===== config.mk =====
export PLATFORM = sky130hd
export DESIGN_NAME = gcd_sequencer_flat
export DESIGN_NICKNAME = d
export VERILOG_FILES = /design/src/rtl/gcd_pkg.sv /design/src/rtl/gcd_sequencer_if.sv /design/src/rtl/gcd_iter_cnt.sv /design/src/rtl/gcd_sequencer.sv /design/src/flat_wrapper.sv
export SDC_FILE = /design/constraint.sdc
export NUM_CORES = 1
export LEC_CHECK = 0
export ABC_AREA = 0
export CAP_MARGIN = 20
export CORE_ASPECT_RATIO = 1.75
export CORE_MARGIN = 2
export CORE_UTILIZATION = 47
export CTS_CLUSTER_SIZE = 28
export DETAILED_ROUTE_END_ITERATION = 8
export PLACE_DENSITY = 0.82
export SYNTH_ARGS = -nofsm -noshare
export SYNTH_HDL_FRONTEND = slang
export SYNTH_SLANG_ARGS = --single-unit
export TNS_END_PERCENT = 100

===== constraint.sdc =====
create_clock -name clk -period 2.75 [get_ports clk]
set_input_delay 0.825 -clock clk [delete_from_list [all_inputs] [get_ports clk]]
set_output_delay 0.825 -clock clk [all_outputs]
set_load 0.05 [all_outputs]

===== src/rtl/gcd_pkg.sv =====
// Shared types and constants for the GCD sequencing controller.
//   gcd_state_e : controller state encoding (3-bit).
//   GCD_WIDTH   : default operand/data bus width.
package gcd_pkg;

   localparam int unsigned GCD_WIDTH = 16;

   typedef enum logic [2:0] {
      StIdle  = 3'd0,
      StLoadA = 3'd1,
      StLoadB = 3'd2,
      StCalc  = 3'd3,
      StDone  = 3'd4,
      StErr   = 3'd5
   } gcd_state_e;

endpackage


===== src/rtl/gcd_sequencer_if.sv =====
// Bundle of request handshake and datapath control signals of the GCD sequencer.
//   master : requester / datapath side (drives start, operands, comparator flags)
//   slave  : the sequencer (drives strobes, load bus, status and iteration count)
interface gcd_sequencer_if #(
   parameter int unsigned WIDTH = 16,
   parameter int unsigned CNT_W = 16
);
   // request side
   logic             start;
   logic [WIDTH-1:0] opa;
   logic [WIDTH-1:0] opb;
   logic             busy;
   logic             done;
   logic             err;
   logic [CNT_W-1:0] iter_cnt;
   // datapath side
   logic             lt;
   logic             gt;
   logic             eq;
   logic             ldA;
   logic             ldB;
   logic             sel1;
   logic             sel2;
   logic             sel_in;
   logic [WIDTH-1:0] data_in;

   modport master (
      output start, opa, opb, lt, gt, eq,
      input  busy, done, err, iter_cnt, ldA, ldB, sel1, sel2, sel_in, data_in
   );

   modport slave (
      input  start, opa, opb, lt, gt, eq,
      output busy, done, err, iter_cnt, ldA, ldB, sel1, sel2, sel_in, data_in
   );
endinterface


===== src/rtl/gcd_iter_cnt.sv =====
// Saturating iteration counter for the GCD sequencer.
//   clk, rst_n : clock, asynchronous active-low reset
//   clr        : zero the count (wins over inc)
//   inc        : add one, holding at all-ones
//   cnt        : current count
//   at_limit   : cnt equals MAX_ITER (watchdog compare)
module gcd_iter_cnt #(
   parameter int unsigned CNT_W    = 16,
   parameter int unsigned MAX_ITER = 65535
) (
   input  logic             clk,
   input  logic             rst_n,
   input  logic             clr,
   input  logic             inc,
   output logic [CNT_W-1:0] cnt,
   output logic             at_limit
);

   logic [CNT_W-1:0] cnt_q, cnt_d;

   always_comb begin
      cnt_d = cnt_q;
      if (clr) begin
         cnt_d = '0;
      end else if (inc && (cnt_q != '1)) begin
         cnt_d = cnt_q + 1'b1;
      end
   end

   always_ff @(posedge clk or negedge rst_n) begin
      if (!rst_n) begin
         cnt_q <= '0;
      end else begin
         cnt_q <= cnt_d;
      end
   end

   assign cnt      = cnt_q;
   assign at_limit = (32'(cnt_q) == MAX_ITER);

endmodule


===== src/rtl/gcd_sequencer.sv =====
// Sequencing controller for a subtract-and-compare GCD datapath.
// Accepts an operand pair on start (IDLE only), loads A then B over the shared bus,
// then steps the subtractor once per cycle until the comparator reports A==B.
// The result is left in datapath register A. A zero operand is rejected with err.
//   clk, rst_n : clock, asynchronous active-low reset
//   bus        : gcd_sequencer_if.slave (handshake, operands, comparator flags,
//                datapath strobes, load bus, busy/done/err, iter_cnt)
// Build option: define GCD_WATCHDOG_EN to abort with err once iter_cnt reaches MAX_ITER.
module gcd_sequencer
   import gcd_pkg::*;
#(
   parameter int unsigned WIDTH    = GCD_WIDTH,
   parameter int unsigned CNT_W    = 16,
   parameter int unsigned MAX_ITER = 65535
) (
   input  logic            clk,
   input  logic            rst_n,
   gcd_sequencer_if.slave  bus
);

   gcd_state_e       state_q, state_d;
   logic [WIDTH-1:0] opa_q, opb_q;
   logic             accept;
   logic             calc_eq, calc_lt, calc_gt;
   logic             wd_hit;
   logic             cnt_inc;

   // eq > lt > gt; no flag at all is treated as equal so the loop always exits.
   assign calc_eq = bus.eq | ~(bus.lt | bus.gt);
   assign calc_lt = ~bus.eq & bus.lt;
   assign calc_gt = ~bus.eq & ~bus.lt & bus.gt;

   assign accept  = (state_q == StIdle) && bus.start && (bus.opa != '0) && (bus.opb != '0);
   assign cnt_inc = (state_q == StCalc) && !wd_hit && (calc_lt || calc_gt);

`ifdef GCD_WATCHDOG_EN
   logic at_limit;
   assign wd_hit = at_limit && !bus.eq;
`else
   assign wd_hit = 1'b0;
`endif

   gcd_iter_cnt #(
      .CNT_W    (CNT_W),
      .MAX_ITER (MAX_ITER)
   ) u_iter_cnt (
      .clk      (clk),
      .rst_n    (rst_n),
      .clr      (accept),
      .inc      (cnt_inc),
      .cnt      (bus.iter_cnt),
`ifdef GCD_WATCHDOG_EN
      .at_limit (at_limit)
`else
      .at_limit ()
`endif
   );

   // State and captured operands
   always_ff @(posedge clk or negedge rst_n) begin
      if (!rst_n) begin
         state_q <= StIdle;
         opa_q   <= '0;
         opb_q   <= '0;
      end else begin
         state_q <= state_d;
         if (accept) begin
            opa_q <= bus.opa;
            opb_q <= bus.opb;
         end
      end
   end

   // Next state
   always_comb begin
      state_d = state_q;
      unique case (state_q)
         StIdle: begin
            if (bus.start) begin
               state_d = accept ? StLoadA : StErr;
            end
         end
         StLoadA: state_d = StLoadB;
         StLoadB: state_d = StCalc;
         StCalc: begin
            if (wd_hit) begin
               state_d = StErr;
            end else if (calc_eq) begin
               state_d = StDone;
            end
         end
         StDone:  state_d = StIdle;
         StErr:   state_d = StIdle;
         default: state_d = StIdle;
      endcase
   end

   // Outputs
   always_comb begin
      bus.ldA     = 1'b0;
      bus.ldB     = 1'b0;
      bus.sel1    = 1'b0;
      bus.sel2    = 1'b0;
      bus.sel_in  = 1'b0;
      bus.data_in = '0;
      bus.done    = 1'b0;
      bus.err     = 1'b0;
      bus.busy    = (state_q != StIdle);
      unique case (state_q)
         StLoadA: begin
            bus.sel_in  = 1'b1;
            bus.data_in = opa_q;
            bus.ldA     = 1'b1;
         end
         StLoadB: begin
            bus.sel_in  = 1'b1;
            bus.data_in = opb_q;
            bus.ldB     = 1'b1;
         end
         StCalc: begin
            if (!wd_hit) begin
               if (calc_lt) begin
                  // B <= B - A
                  bus.sel1 = 1'b1;
                  bus.ldB  = 1'b1;
               end else if (calc_gt) begin
                  // A <= A - B
                  bus.sel2 = 1'b1;
                  bus.ldA  = 1'b1;
               end
            end
         end
         StDone:  bus.done = 1'b1;
         StErr:   bus.err  = 1'b1;
         default: ;
      endcase
   end

endmodule


===== src/flat_wrapper.sv =====
// flat-port wrapper written by rule: the top's interface ports become plain ports
module gcd_sequencer_flat import gcd_pkg::*;
#(
   parameter int unsigned WIDTH    = GCD_WIDTH,
   parameter int unsigned CNT_W    = 16,
   parameter int unsigned MAX_ITER = 65535
)
  (clk, rst_n, bus_start, bus_opa, bus_opb, bus_lt, bus_gt, bus_eq, bus_busy, bus_done, bus_err, bus_iter_cnt, bus_ldA, bus_ldB, bus_sel1, bus_sel2, bus_sel_in, bus_data_in);
  gcd_sequencer_if #(.WIDTH(WIDTH), .CNT_W(CNT_W)) bus_i ();
  input  logic clk;
  input  logic rst_n;
  input wire logic [$bits(bus_i.start)-1:0] bus_start;
  input wire logic [$bits(bus_i.opa)-1:0] bus_opa;
  input wire logic [$bits(bus_i.opb)-1:0] bus_opb;
  input wire logic [$bits(bus_i.lt)-1:0] bus_lt;
  input wire logic [$bits(bus_i.gt)-1:0] bus_gt;
  input wire logic [$bits(bus_i.eq)-1:0] bus_eq;
  output wire logic [$bits(bus_i.busy)-1:0] bus_busy;
  output wire logic [$bits(bus_i.done)-1:0] bus_done;
  output wire logic [$bits(bus_i.err)-1:0] bus_err;
  output wire logic [$bits(bus_i.iter_cnt)-1:0] bus_iter_cnt;
  output wire logic [$bits(bus_i.ldA)-1:0] bus_ldA;
  output wire logic [$bits(bus_i.ldB)-1:0] bus_ldB;
  output wire logic [$bits(bus_i.sel1)-1:0] bus_sel1;
  output wire logic [$bits(bus_i.sel2)-1:0] bus_sel2;
  output wire logic [$bits(bus_i.sel_in)-1:0] bus_sel_in;
  output wire logic [$bits(bus_i.data_in)-1:0] bus_data_in;
  assign bus_i.start = bus_start;
  assign bus_i.opa = bus_opa;
  assign bus_i.opb = bus_opb;
  assign bus_i.lt = bus_lt;
  assign bus_i.gt = bus_gt;
  assign bus_i.eq = bus_eq;
  assign bus_busy = bus_i.busy;
  assign bus_done = bus_i.done;
  assign bus_err = bus_i.err;
  assign bus_iter_cnt = bus_i.iter_cnt;
  assign bus_ldA = bus_i.ldA;
  assign bus_ldB = bus_i.ldB;
  assign bus_sel1 = bus_i.sel1;
  assign bus_sel2 = bus_i.sel2;
  assign bus_sel_in = bus_i.sel_in;
  assign bus_data_in = bus_i.data_in;
  gcd_sequencer #(.WIDTH(WIDTH), .CNT_W(CNT_W), .MAX_ITER(MAX_ITER)) u_core (.clk(clk), .rst_n(rst_n), .bus(bus_i));
endmodule

## After elaboration in Yosys (flattened, before gate mapping)

Cells that the tools add are included.
Widths: inputs -> output; s select.

- Input port bits: 38
- Logic and storage cells: 51
- Flip-flop bits (word level): 51
- Output and inout port bits: 40

- Bitwise gates (word level): 8
- Eq/ne operators: 8
- Mux-type cells: 17
- Add/subtract/negate cells: 1
- Reduce and logical (&&, ||, !) cells: 13

Operators by type and width:

| kind | number |
|---|---|
| $mux 16 | 2 |
| $pmux 16 s2 | 1 |
| $reduce_bool 16->1 | 2 |
| $add 16x1->16 const B | 1 |
| $ne 16x16->1 const B | 1 |
| $pmux 3 s4 | 1 |
| $mux 3 | 3 |
| $mux 1 | 8 |
| $eq 3x2->1 const B | 2 |
| $eq 3x3->1 const B | 2 |
| $logic_and 1x1->1 | 5 |
| $pmux 1 s2 | 2 |
| $and 1x1->1 | 3 |
| $eq 3x1->1 const B | 1 |
| $logic_not 3->1 | 1 |
| $not 1->1 | 3 |
| $reduce_bool 3->1 | 1 |
| $ne 2x1->1 const B | 1 |
| $ne 2x2->1 const B | 1 |
| $or 1x1->1 | 2 |
| $reduce_and 2->1 | 1 |
| $reduce_bool 2->1 | 1 |
| $reduce_or 2->1 | 1 |
| $logic_or 1x1->1 | 1 |

## Depth between registers and ports, before layout

Gate-level depths: netlist of the first run.

- Word-level depth: 8
- Depth in mapped cells: 6

## Cells and area by module

A second synthesis of the first run with hierarchy kept.

- Cell total of the unflattened synthesis: 231
- Area, all modules: 2702.6 µm²

By module, submodules not included:

| module | instances | cells an instance | area an instance (µm²) | sequential area each (µm²) |
|---|---|---|---|---|
| gcd_sequencer | 1 | 122 | 1692.9 | 875.8 |
| gcd_iter_cnt | 1 | 109 | 1009.7 | 400.4 |

## Worst setup path before layout of the first run

Ideal clock, no wire load.

- Kind: input to output
- From: input bus_eq
- To: output bus_sel2
- Data required time: 1.925 ns
- Cell stages on the path: 2
- Data arrival time: 2.277 ns
- Path slack: -0.352 ns
- Buffers on the path: 0
- Cell sequence: nand4bb_4 > nor3b_1

- Longest elaborated chain between the ends: 6
- Elaborated cells between the ends (all ways): 7
- Classes of those cells: 3 x mux; 4 x bitwise

RTL lines:

| element | RTL line | RTL |
|---|---|---|
| start, declared | flat_wrapper.sv:17 | `input wire logic [$bits(bus_i.eq)-1:0] bus_eq;` |
| $not 1->1 * | gcd_sequencer.sv:30, gcd_sequencer.sv:31 |  |
| $and 1x1->1 (2 in series) | gcd_sequencer.sv:31 | `assign calc_gt = ~bus.eq & ~bus.lt & bus.gt;` |
| $mux 1 | gcd_sequencer.sv:126 | `end else if (calc_gt) begin` |
| $mux 1 * | gcd_sequencer.sv:122 | `if (calc_lt) begin` |
| $mux 1 * | gcd_sequencer.sv:109 | `unique case (state_q)` |
| end, declared | flat_wrapper.sv:25 | `output wire logic [$bits(bus_i.sel2)-1:0] bus_sel2;` |

Mark *: on every way between the ends. The rest lies on a longest branch, timed or not.

## Worst setup path in the final report of the first run

- From: input bus_lt
- To: output bus_ldB

- Longest elaborated chain between the ends: 3

RTL lines:

| element | RTL line | RTL |
|---|---|---|
| start, declared | flat_wrapper.sv:15 | `input wire logic [$bits(bus_i.lt)-1:0] bus_lt;` |
| $and 1x1->1 | gcd_sequencer.sv:30 | `assign calc_lt = ~bus.eq & bus.lt;` |
| $mux 1 | gcd_sequencer.sv:122 |  |
| $pmux 1 s2 | gcd_sequencer.sv:109 |  |
| end, declared | flat_wrapper.sv:23 | `output wire logic [$bits(bus_i.ldB)-1:0] bus_ldB;` |

Every way passes these cells.

==> metrics.yaml, run 1 <==
synth:
  synth_top_family_by_area: "simple AND/OR/NAND/NOR gates"
  synthTopCellsByArea: "dfrtp_1, mux2_1, a22o_1"
  synth_mux_area_share_pct: 13.47
  synth_flop_cell: "dfrtp_1"
  netlist.top_cell.by_area: "dfrtp_1"
  ys_seq_area_share_pct: 47.71
  syn_inst: 230
  yosysUniqueCellTypes: 47
  synthAdderAreaFrac_pct: 0.4677
  yosys.area_share.simple_pct: 19.93
  synth_compound_area_share_pct: 15.48
  async_reset_ff_share_pct: 100.0
  synth_top_area_share_pct: 47.71
  yosys.area_share.xor_xnor_pct: 0
  synth.ff_latch_count: 51
  synth_area_per_cell_um2: 11.63
  syn_nets: 269
  synth_area_mm2: 0.002675
  yosys_warnings: 0
  synth_edf_count: 0
cts:
  path_clk_slew_ns: 0.09
  cts_root_buf: "clkbuf_8"
  cts_tree: "built"
  cts_buffer_depth: 2
  cts_num_sinks: 51
  cts_setup_buffers: 0
  clock_latency_ns: 0.30
  htreeDepth: 2
  hold_buffers: 0
  numCtsBuffers: 5
routing:
  vias: 2365
  drc: 0
  avgRoutedWirePerCell_um: 17.70
  antenna_left: 0
  wirelength_mm: 7.133
  vias_per_cell: 5.868
  drtPass1Iterations: 4
  drtIter0Drc: 161
layout:
  fin_nets: 365
  drive_gt1_share_pct: 25.08
  antennaDiodeCount: 0
  area_growth_pct: 48.88
sta:
  rsz0062_at_grt: "false"
  setup_tns_ns: 0
  worstMarginPinSlew_ns: 0.5084
  post-route-period-util_pct: 96.18
  finalCriticalPeriod_ns: 2.645
  holdWs_ns: 0.4972
  setup_slack_ns: 0.1050
  slew_headroom_pct: 66.00
  setup_viol: 0
  drv_slew: 0
  fmax_mhz: 378.1
  fin_skew_ns: 0.005479
  hold_viol: 0
setup_path:
  crit_buf_inv: 3
  timing_worst_setup_path_type: "in2out"
  path_cells: "dlygate4sd2_1 > buf_6 > and2_2 > or2_2 > buf_8"
  crit_fanout: 4
  critPathTopFamily: "buffers and inverters"
  critPathLaunchType: "input port"
  endpoint_kind: "output pin"
  cp.arrival_ns: 1.82
  slowest_stage: "or2_2"
  critical_path_required_ns: 1.93
  critPathMaxStageDelay_ns: 0.29
floorplan:
  die_h_um: 103.8
  dieArea_mm2: 0.006335
  num_io_pins: 78
  start_util_pct: 48.28
  row_count: 36
  design.core.area_mm2: 0.005540
  die_x_um: 61.03
global_route:
  grt_pass1_wl_mm: 12.01
  grt_start_max_net_pins: 52
  grt_pass1_vias: 2456
  globalRouteOverflowTotal: 0
  antenna_found_initial: 0
  grt.total_usage_pct: 24.67
place:
  dp_slack_ns: -0.2779
  port_buffers: 77
  place_hpwl_mm: 5.578
  gp_congestion: 0.8667
min_path:
  min_path_type: "in2async"
power:
  p_per_area_mw_per_mm2: 1023
  p_leak_uw: 0.001621
  totalPowerFinal_uw: 4072
  peakVddDrop_uv: 865.3
run:
  drv_cap: 0
outcome:
  status: "completed"
[sequential cells by signal, indices dropped and copies added, names as in the netlist]
register	count
u_core.opa_q	16
u_core.state_q	3
u_core.u_iter_cnt.cnt	16
u_core.opb_q	16
[cell type report]
cell class	count	area, um2
Sequential cell	51	1277
Clock buffer	5	68.82
Inverter	3	11.26
Clock inverter	3	18.77
Fill cell	392	1558
Multi-Input combinational cell	165	1340
Timing Repair Buffer	100	1171
Tap cell	76	95.09
[where the power goes]
part           leakage, uW  internal [uW]  switching, uW
registers         0.000637           1020            186
clock network    0.0000483            180            251
logic             0.000936           1170           1270
[synthesized netlist by cell type (all sizes together), types with 4 or more instances]
| master | instances |
|---|---|
| dfrtp | 51 |
| mux2 | 32 |
| a22o | 16 |
| a21oi | 13 |
| nor2 | 10 |
| nor4 | 10 |
| nand3 | 8 |
| nand4 | 8 |
| buf | 7 |
| a211oi | 6 |
| a31oi | 6 |
| and3 | 5 |
| nand2 | 5 |
| nor3 | 5 |
| and4 | 4 |
| clkbuf | 4 |
| nor3b | 4 |
| o31ai | 4 |
[what timing repair did]
action | in CTS | in global routing
setup endpoints to repair | 5 | 6
resized for setup | 10 | 2
pin swaps | 1 | 0
gates cloned | 0 | 0
[layer usage]
| metal | wire length (um) | up-vias | global-route usage (%) |
|---|---|---|---|
| li1 | - | 1091 | - |
| met1 | 2402 | 1164 | 27.30 |
| met2 | 4143 | 98 | 43.24 |
| met3 | 418 | 12 | 6.367 |
| met4 | 169 | 0 | 8.540 |
| met5 | 0 | - | 0 |
[cells by family after synthesis]
logic type / Yosys count
flip-flops: 51
buffers and inverters: 14
AO/OA/AOI/OAI: 55
adder cells (fa/ha/maj): 1
multiplexers: 32
AND/OR/NAND/NOR: 77
[layout by cell type, fill, tap and decap left out, types with 6 or more instances in the layout]
cell | Yosys | routed
nand3_1 | 7 | 7
a22o_1 | 16 | 16
a31oi_1 | 6 | 6
a211oi_1 | 6 | 6
a21oi_1 | 13 | 12
mux2_2 | 9 | 9
nor4_1 | 9 | 9
nor2_1 | 10 | 10
buf_12 | 0 | 23
dfrtp_1 | 51 | 50
nand4_1 | 7 | 7
buf_4 | 2 | 21
clkdlybuf4s50_1 | 0 | 49
mux2_1 | 23 | 23
[metrics by stage]
step / utilization [%] / instance area (um2) / std cells
finish: 71.88 / 3983 / 403
global route: 71.88 / 3983 / 403
CTS: 71.95 / 3986 / 403
detailed placement: 70.05 / 3881 / 395
global placement: 70.05 / 3881 / 395
floorplan: - / 2685 / 230
[worst paths after layout]
check                                  start                         to  slack (ns)  depth (start not counted)
max in group asynchronous              rst_n           u_core.opb_q[14]        2.02                          2
hold / removal                         rst_n   u_core.u_iter_cnt.cnt[8]        0.50                          2
setup reg to reg           u_core.state_q[2]  u_core.u_iter_cnt.cnt[13]        0.73                          5
hold reg to reg             u_core.opa_q[13]           u_core.opa_q[13]        0.50                          1
min in group clk            u_core.opa_q[13]           u_core.opa_q[13]        0.50                          1
setup / recovery                      bus_lt                    bus_ldB        0.10                          5
Power figures use the tool's default switching activity.
==> run 2: changes to the inputs <==
Settings changed: REMOVE_ABC_BUFFERS set to 1.
==> metrics.yaml, run 2 (synthesis results as in run 1) <==
outcome:
  status: "completed"  # unchanged
setup_path:
  path_cells: "buf_4 > nor2_1 > buf_4 > or2_2 > buf_12"  # was dlygate4sd2_1 > buf_6 > and2_2 > or2_2 > buf_8
  slowest_stage: "dfrtp_1"  # was or2_2
  critPathMaxStageDelay_ns: 0.53  # was 0.29 ns
  crit_fanout: 18  # was 4
  critPathTopFamily: "buffers and inverters"  # unchanged
  critPathLaunchType: "flip-flop"  # was input port
  endpoint_kind: "output pin"  # unchanged
  path_common_cell: "buf_4"
  crit_start: "u_core.state_q[1]"  # was bus_lt
  cp.depth: 5  # unchanged
  crit_buf_inv: 3  # unchanged
  critical_path_required_ns: 1.93  # about the same
  timing_worst_setup_path_type: "reg2out"  # was in2out
  cp.arrival_ns: 1.81  # was 1.82 ns
  r2r-start: "u_core.state_q[1]"  # was u_core.state_q[2]
  worstRegToRegCells: 6  # was 5
routing:
  antenna_left: 0  # unchanged
  vias: 2392  # was 2365
  wirelength_mm: 7.393  # was 7.133 mm
  wl_met3_um: 447  # was 418 um
  avgRoutedWirePerCell_um: 18.25  # was 17.70 um
  drtIter0Drc: 138  # was 161
  drtPass1Iterations: 4  # unchanged
  route.layer.met1.wl_mm: 2.566  # was 2.402 mm
  route.met2.wl_mm: 4.058  # was 4.143 mm
  vias_per_cell: 5.906  # was 5.868
  topRoutingLayerUsed: "met4"  # unchanged
  drc: 0  # unchanged
floorplan:
  die_x_um: 61.03  # unchanged
  num_io_pins: 78  # unchanged
  die_h_um: 103.8  # unchanged
  row_count: 36  # unchanged
  start_util_pct: 48.28  # unchanged
  dieArea_mm2: 0.006335  # unchanged
  design.core.area_mm2: 0.005540  # unchanged
place:
  place_inst: 397  # was 395
  dp_slack_ns: -0.2531  # was -0.2779 ns
  post_dp_cell_area_mm2: 0.003886  # was 0.003881 mm2
  port_buffers: 77  # unchanged
  place_hpwl_mm: 5.697  # was 5.578 mm
  gp_congestion: 0.9452  # was 0.8667
sta:
  setup_slack_ns: 0.1198  # was 0.1050 ns
  worstMarginPinSlew_ns: 0.6516  # was 0.5084 ns
  fin_skew_ns: 0.004297  # was 0.005479 ns
  post-route-period-util_pct: 95.65  # was 96.18%
  setup_viol: 0  # unchanged
  hold_viol: 0  # unchanged
  drv_slew: 0  # unchanged
  slew_headroom_pct: 56.56  # was 66.00%
  finalCriticalPeriod_ns: 2.630  # was 2.645 ns
  fmax_mhz: 380.2  # was 378.1 MHz
  rsz0062_at_grt: "false"  # unchanged
cts:
  cts_tree: "built"  # unchanged
  cts_buffer_depth: 2  # unchanged
  cts_setup_buffers: 0  # unchanged
  clock_latency_ns: 0.31  # was 0.30 ns
  cts_num_sinks: 51  # unchanged
  hold_buffers: 0  # unchanged
  numCtsBuffers: 5  # unchanged
  htreeDepth: 2  # unchanged
  cts_root_buf: "clkbuf_8"  # unchanged
  path_clk_slew_ns: 0.09  # about the same
layout:
  area_growth_pct: 49.11  # was 48.88%
  post-route-util_pct: 72.00  # was 71.88%
  antennaDiodeCount: 0  # unchanged
  design_area_mm2: 0.003989  # was 0.003983 mm2
  mostFrequentLayoutCell: "dfrtp_1"  # unchanged
  mostFrequentLayoutCells: "dfrtp_1, clkdlybuf4s50_1, buf_4, mux2_1, buf_12"  # was dfrtp_1, clkdlybuf4s50_1, mux2_1, buf_12, buf_4
  drive_gt1_share_pct: 24.92  # was 25.08%
  fin_nets: 367  # was 365
  final_cells: 405  # was 403
power:
  p_leak_uw: 0.001621  # about the same
  peakVddDrop_uv: 792.0  # was 865.3 uV
  totalPowerFinal_uw: 4091  # was 4072 uW
  p_per_area_mw_per_mm2: 1026  # was 1023 mW/mm2
global_route:
  grt_pass1_vias: 2548  # was 2456
  grt.total_usage_pct: 26.14  # was 24.67%
  globalRouteOverflowTotal: 0  # unchanged
  grt_start_max_net_pins: 52  # unchanged
  antenna_found_initial: 0  # unchanged
  grt_pass1_wl_mm: 12.47  # was 12.01 mm
min_path:
  min-delay-start: "u_core.opb_q[10]"
  whs_path_depth: 1
  min_path_type: "reg2reg"  # was in2async
run:
  drv_cap: 0  # unchanged
run 2: final timing paths:
| path | to | slack, ns |
|---|---|---|
| worst max-delay path | bus_sel_in | 0.12 |
| worst min-delay path | u_core.opb_q[10] | 0.49 |
| worst max register to register | u_core.opa_q[0] | 0.80 |
| worst min register to register | u_core.opb_q[10] | 0.49 |
| max in group asynchronous | u_core.state_q[0] | 1.69 |
| min in group asynchronous | u_core.u_iter_cnt.cnt[9] | 0.60 |
run 2: power by group:
part / internal [uW] / switching (uW)
clock network: 177 / 258
registers: 1020 / 192
logic: 1170 / 1270
total: 2370 / 1720
run 2: through the flow:
stage	TNS [ns]	hold WS (ns)
final	0	0.4935
after global routing	0	0.5124
after CTS	0	0.4983
after detailed placement	-0.6567	0.4770
after global placement	-0.5860	0.4677
after floorplan	-0.5761	0.4586
run 2: repair_timing:
item	CTS	global route
pin swaps	1	0
cloned	0	0
hold endpoints to repair	0	0
endpoints found under the setup margin	5	18
resized for setup	9	3
run 2: final cells by class:
class                           instances  area, um2
Fill cell                             394       1551
Multi-Input combinational cell        165       1334
Sequential cell                        51       1277
Timing Repair Buffer                  102       1182
Tap cell                               76      95.09
Clock buffer                            5      68.82
Clock inverter                          3      20.02
Inverter                                3      11.26
run 2: metal layers:
metal  vias to the layer above  track usage [%]
met4                         0            13.04
met1                      1159            28.70
li1                       1103                -
met2                       104            43.92
met3                        26            6.991
met5                         -                0
==> run 3: changes to the inputs <==
Settings changed: REMOVE_ABC_BUFFERS 1 to unset.
==> results of run 3 <==
No change in the layout: final DEF, timing and power equal those of run 1.
